===== config.mk =====
export PLATFORM = sky130hd
export DESIGN_NAME = rib_mem_master
export DESIGN_NICKNAME = d
export VERILOG_FILES = /design/src/rtl/rib_mem_master.sv
export SDC_FILE = /design/constraint.sdc
export NUM_CORES = 1
export LEC_CHECK = 0
export BUFFER_PORTS_ARGS = -buffer_cell sky130_fd_sc_hd__buf_2
export CAP_MARGIN = 20
export CORE_MARGIN = 5
export CORE_UTILIZATION = 42
export CTS_BUF_LIST = sky130_fd_sc_hd__clkbuf_8
export DETAILED_ROUTE_END_ITERATION = 8
export PLACE_DENSITY = 0.76
export RECOVER_POWER = 25
export SLEW_MARGIN = 15
export SYNTH_ARGS = -nofsm -noshare
export SYNTH_HDL_FRONTEND = slang
export SYNTH_SLANG_ARGS = --single-unit

===== constraint.sdc =====
create_clock -name clk -period 4.05 [get_ports clk]
set_clock_uncertainty 0.05 [all_clocks]
set_input_delay 0.81 -clock clk [delete_from_list [all_inputs] [get_ports clk]]
set_output_delay 0.81 -clock clk [all_outputs]
set_load 0.02 [all_outputs]

===== src/rtl/rib_mem_master.sv =====
// rib_mem_master: bus initiator for the word-only RIB memory responder.
// Turns core byte/half/word loads and stores into word bus transactions. Sub-word stores
// are done as read-modify-write. Loads are lane-extracted and sign/zero-extended.
// Misaligned or reserved-size commands and missing-ack timeouts produce an error response.
//
// Ports:
//   clk, rst           clock, synchronous active-low reset
//   cmd_*_i / cmd_ready_o   command from the core (accepted on valid && ready)
//   rsp_valid_o, rsp_rdata_o, rsp_err_o   one-cycle response
//   mem_req_o, mem_we_o, mem_addr_o, mem_data_o, mem_data_i, mem_ack_i   RIB bus
module rib_mem_master #(
  parameter int unsigned TIMEOUT = 16
) (
  input  logic        clk,
  input  logic        rst,
  input  logic        cmd_valid_i,
  output logic        cmd_ready_o,
  input  logic        cmd_we_i,
  input  logic [1:0]  cmd_size_i,
  input  logic        cmd_signed_i,
  input  logic [31:0] cmd_addr_i,
  input  logic [31:0] cmd_wdata_i,
  output logic        rsp_valid_o,
  output logic [31:0] rsp_rdata_o,
  output logic        rsp_err_o,
  output logic        mem_req_o,
  output logic        mem_we_o,
  output logic [31:0] mem_addr_o,
  output logic [31:0] mem_data_o,
  input  logic [31:0] mem_data_i,
  input  logic        mem_ack_i
);

  localparam logic [7:0] CntLast = 8'(TIMEOUT - 1);

  typedef enum logic [2:0] {StIdle, StRd, StRmwRd, StWr, StResp} state_e;

  state_e      state_q, state_d;
  logic [1:0]  size_q, size_d;
  logic        signed_q, signed_d;
  logic [31:0] addr_q, addr_d;
  logic [31:0] data_q, data_d;    // store data; becomes the merged word after RMW read
  logic [31:0] rdata_q, rdata_d;
  logic        err_q, err_d;
  logic [7:0]  cnt_q, cnt_d;

  logic        cmd_bad;
  logic [7:0]  rd_byte;
  logic [15:0] rd_half;
  logic [31:0] rd_ext;
  logic [31:0] merged;

  assign cmd_bad = (cmd_size_i == 2'd3) ||
                   ((cmd_size_i == 2'd1) && cmd_addr_i[0]) ||
                   ((cmd_size_i == 2'd2) && (cmd_addr_i[1:0] != 2'b00));

  assign rd_byte = mem_data_i[{addr_q[1:0], 3'b000} +: 8];
  assign rd_half = mem_data_i[{addr_q[1], 4'b0000} +: 16];

  always_comb begin
    rd_ext = mem_data_i;
    unique case (size_q)
      2'd0:    rd_ext = {{24{signed_q & rd_byte[7]}}, rd_byte};
      2'd1:    rd_ext = {{16{signed_q & rd_half[15]}}, rd_half};
      default: rd_ext = mem_data_i;
    endcase
  end

  always_comb begin
    merged = mem_data_i;
    if (size_q == 2'd0) begin
      merged[{addr_q[1:0], 3'b000} +: 8] = data_q[7:0];
    end else begin
      merged[{addr_q[1], 4'b0000} +: 16] = data_q[15:0];
    end
  end

  // Next-state logic
  always_comb begin
    state_d  = state_q;
    size_d   = size_q;
    signed_d = signed_q;
    addr_d   = addr_q;
    data_d   = data_q;
    rdata_d  = rdata_q;
    err_d    = err_q;
    cnt_d    = cnt_q;

    unique case (state_q)
      StIdle: begin
        if (cmd_valid_i) begin
          size_d   = cmd_size_i;
          signed_d = cmd_signed_i;
          addr_d   = cmd_addr_i;
          data_d   = cmd_wdata_i;
          rdata_d  = '0;
          err_d    = 1'b0;
          cnt_d    = '0;
          if (cmd_bad) begin
            err_d   = 1'b1;
            state_d = StResp;
          end else if (!cmd_we_i) begin
            state_d = StRd;
          end else if (cmd_size_i == 2'd2) begin
            state_d = StWr;
          end else begin
            state_d = StRmwRd;
          end
        end
      end
      StRd, StRmwRd, StWr: begin
        if (mem_ack_i) begin
          cnt_d = '0;
          if (state_q == StRd) begin
            rdata_d = rd_ext;
            state_d = StResp;
          end else if (state_q == StRmwRd) begin
            data_d  = merged;
            state_d = StWr;
          end else begin
            state_d = StResp;
          end
        end else if (cnt_q == CntLast) begin
          // Abort: rdata stays 0, and an RMW read that times out never writes.
          err_d   = 1'b1;
          rdata_d = '0;
          state_d = StResp;
        end else begin
          cnt_d = cnt_q + 8'd1;
        end
      end
      StResp:  state_d = StIdle;
      default: state_d = StIdle;
    endcase
  end

  always_ff @(posedge clk) begin
    if (!rst) begin
      state_q  <= StIdle;
      size_q   <= '0;
      signed_q <= 1'b0;
      addr_q   <= '0;
      data_q   <= '0;
      rdata_q  <= '0;
      err_q    <= 1'b0;
      cnt_q    <= '0;
    end else begin
      state_q  <= state_d;
      size_q   <= size_d;
      signed_q <= signed_d;
      addr_q   <= addr_d;
      data_q   <= data_d;
      rdata_q  <= rdata_d;
      err_q    <= err_d;
      cnt_q    <= cnt_d;
    end
  end

  // Outputs are decoded from registered state, so they are zero whenever idle.
  always_comb begin
    cmd_ready_o = (state_q == StIdle);
    mem_req_o   = (state_q == StRd) || (state_q == StRmwRd) || (state_q == StWr);
    mem_we_o    = (state_q == StWr);
    mem_addr_o  = mem_req_o ? {addr_q[31:2], 2'b00} : '0;
    mem_data_o  = mem_we_o ? data_q : '0;
    rsp_valid_o = (state_q == StResp);
    rsp_rdata_o = rsp_valid_o ? rdata_q : '0;
    rsp_err_o   = rsp_valid_o & err_q;
  end

endmodule


==> results.json <==
{
  "outcome": "finished, violations left",
  "violations": "max-capacitance violations, max-slew violations",
  "gp_congestion": 0.944,
  "cts_tree": "built",
  "post_cts_buffers": 0,
  "grt_pass1_wl_mm": 31.9,
  "vias_per_cell": 5.81,
  "use_met3": 0.0744,
  "busiest_layer": "met2",
  "max_freq_mhz": 296,
  "p_leak_nw": 3.30,
  "final_max_slew_viol_count": 102,
  "max-vdd-ir-drop_mv": 0.293,
  "fin_setup_tns_ns": 0,
  "avgSynthCellArea_um2": 8.45,
  "ys_async_sr_fraction": 0,
  "synthDistinctLibCells": 66,
  "design_area_um2": 7450,
  "seq_area_frac_synth": 0.356,
  "cts_sinks": 111,
  "yosys-top-cells-area": "dfxtp_1, and2_1, nand2_1, a21oi_1, a221oi_1",
  "grt.total_usage": 0.225,
  "p_int_mw": 1.61,
  "seqPwrFrac": 0.505,
  "rows": 44,
  "end_kind": "register",
  "synth_common_cells": "nand2_1, dfxtp_1, and2_1, a21oi_1, clkbuf_1",
  "fp.dieH_um": 132,
  "gr-usage-met1": 0.298,
  "dpl.hpwl_mm": 15.1,
  "tightest_slew_ns": 1.88,
  "via_count": 6355,
  "ioPinCount": 205,
  "cts_buffers": 9,
  "required_ns": 4.30,
  "crit_fanout": 44,
  "cts_max_level": 3,
  "nNetsFinal": 1014,
  "finalSetupViolCount": 0,
  "clk_latency_ns": 0.41,
  "rsz0062_at_grt": "no",
  "syn_to_final_growth_pct": 19.2,
  "worstRegToRegCells": 6,
  "synth_area_um2": 6250,
  "cap_violations": 3,
  "holdBufCountCts": 0,
  "p_clk_frac": 0.275,
  "ctsResizeCount": 0,
  "routedWlPerCell_um": 18.7,
  "fin_crit_sh": 0.833,
  "wirelength_mm": 20.5,
  "postRouteAntennaNets": 0,
  "synth_edf_count": 0,
  "drt_iter0_drc": 783,
  "share_comb_of_total_power": 0.219,
  "n_antenna_cell": 0,
  "clockBufferDepth": 2,
  "path_clk_slew_ns": 0.11,
  "crit_arrival_ns": 3.62,
  "finalWorstSetupSlack_ns": 0.677,
  "slew_headroom": -0.253,
  "synth_warnings": 0,
  "fin_crit_ns": 3.37,
  "die_x_um": 132,
  "synthMostInstantiatedCell": "nand2_1",
  "grt_antenna_before_repair": 2,
  "drc_errors": 0,
  "synth_top_area_frac": 0.356,
  "cp_slowest_cell": "clkbuf_1",
  "hold_depth": 2,
  "synth_top_flop_cell": "dfxtp_1",
  "yosys.area.top_type": "dfxtp_1",
  "use_met2": 0.351,
  "p_sw_frac": 0.346,
  "switchingPower_mw": 0.852,
  "grt-ovfl-total": 0,
  "cts_root_buffer": "clkbuf_8",
  "netlist_instances": 740,
  "grt_max_degree": 45,
  "numPortBuffers": 202,
  "drt_first_pass_iters": 6,
  "worstHoldPathType": "reg2reg",
  "grt_pass1_vias": 5902,
  "slowest_delay_ns": 1.38,
  "place_area_um2": 7280,
  "layout-drive-gt1-share": 0.275,
  "dpl_worst_slack_ns": 1.38,
  "cp-start-kind": "register",
  "hold_viol": 0,
  "path_class": "reg2reg",
  "start_util": 0.428,
  "dieArea_um2": 17400,
  "path_cells": "o21bai_1, clkbuf_1, a211o_2, a31oi_2, buf_4, a22o_1",
  "p_per_area_nw_per_um2": 331,
  "ys_ff_latch": 111,
  "fp.coreArea_um2": 14600
}
[worst max-delay path: cells and delay by family (launching register included)]
kind,cells,cell delay (ns)
AO/OA/AOI/OAI,4,0.91
flip-flops,1,0.65
buffers and inverters,2,1.64
[metrics by stage]
stage	power, mW	hold WS, ns	instances	util
after CTS	2.48	0.410	1093	0.513
after floorplan	1.61	0.374	741	-
after global placement	1.80	0.387	1077	0.499
final	2.47	0.408	1093	0.511
after global routing	2.58	0.434	1093	0.511
after detailed placement	1.81	0.389	1077	0.499
[layout by cell type (no fill, tap or decap), drive strengths merged, types with 4 or more instances in the layout]
cell	netlist	routed
a21oi	49	49
o21ai	24	24
a221o	13	13
nand2b	21	21
a22o	23	23
or3	4	4
a311oi	8	8
a211o	10	10
ha	6	6
a31oi	17	17
and2	95	95
a32o	10	10
and3	4	4
o22ai	7	7
nor3	8	8
buf	34	212
o2bb2ai	21	21
nor2b	7	7
inv	15	19
a221oi	25	25
dfxtp	111	111
nand3	13	13
clkbuf	29	12
nand2	112	112
nor2	19	19
mux2i	14	14
mux4	5	5
[state kept, by name (all words and copies together), names as in the netlist]
signal and flops:
state_q 3, rdata_q 32, signed_q 1, size_q 2
err_q 1, data_q 32, cnt_q 8, addr_q 32
[power by group through the flow]
stage / Sequential (mW) / Clock [mW] / Combinational [mW]
finish: 1.25 / 0.678 / 0.541
global route: 1.26 / 0.736 / 0.593
CTS: 1.25 / 0.695 / 0.537
detailed placement: 1.27 / 0 / 0.534
global placement: 1.27 / 0 / 0.529
floorplan: 1.22 / 0 / 0.392
[worst paths after layout]
| path | to | from | slack, ns |
|---|---|---|---|
| hold / removal | addr_q[28]$_SDFFE_PN0P_ | addr_q[28]$_SDFFE_PN0P_ | 0.41 |
| setup reg to reg | rdata_q[25]$_SDFFE_PN0P_ | state_q[2]$_SDFFE_PN0P_ | 0.68 |
| setup / recovery | rdata_q[25]$_SDFFE_PN0P_ | state_q[2]$_SDFFE_PN0P_ | 0.68 |
| hold reg to reg | addr_q[28]$_SDFFE_PN0P_ | addr_q[28]$_SDFFE_PN0P_ | 0.41 |
[routing by layer]
metal	part of all wire	vias to the layer above
met2	0.46	344
met1	0.41	2959
li1	-	3015
met4	0.017	4
met5	0.0010	-
met3	0.11	33
[area by class of cell]
cell class,instances,area [um2]
timing repair buffer,215,1100
multi-input combinational,552,3650
clock buffer,9,124
tap,184,230
clock inverter,7,73.8
fill,1420,7140
inverter,15,56.3
sequential,111,2220
[cell families after synthesis]
logic type,synth area share
DFF,0.356
AOI/OAI and AO/OA,0.278
buffers and inverters,0.0593
muxes,0.0422
other,0.000600
and+or+nand+nor,0.249
adders and majority gates,0.0120
xor gates and xnor gates,0.00280
No activity file was read; power rests on OpenSTA's default activity.
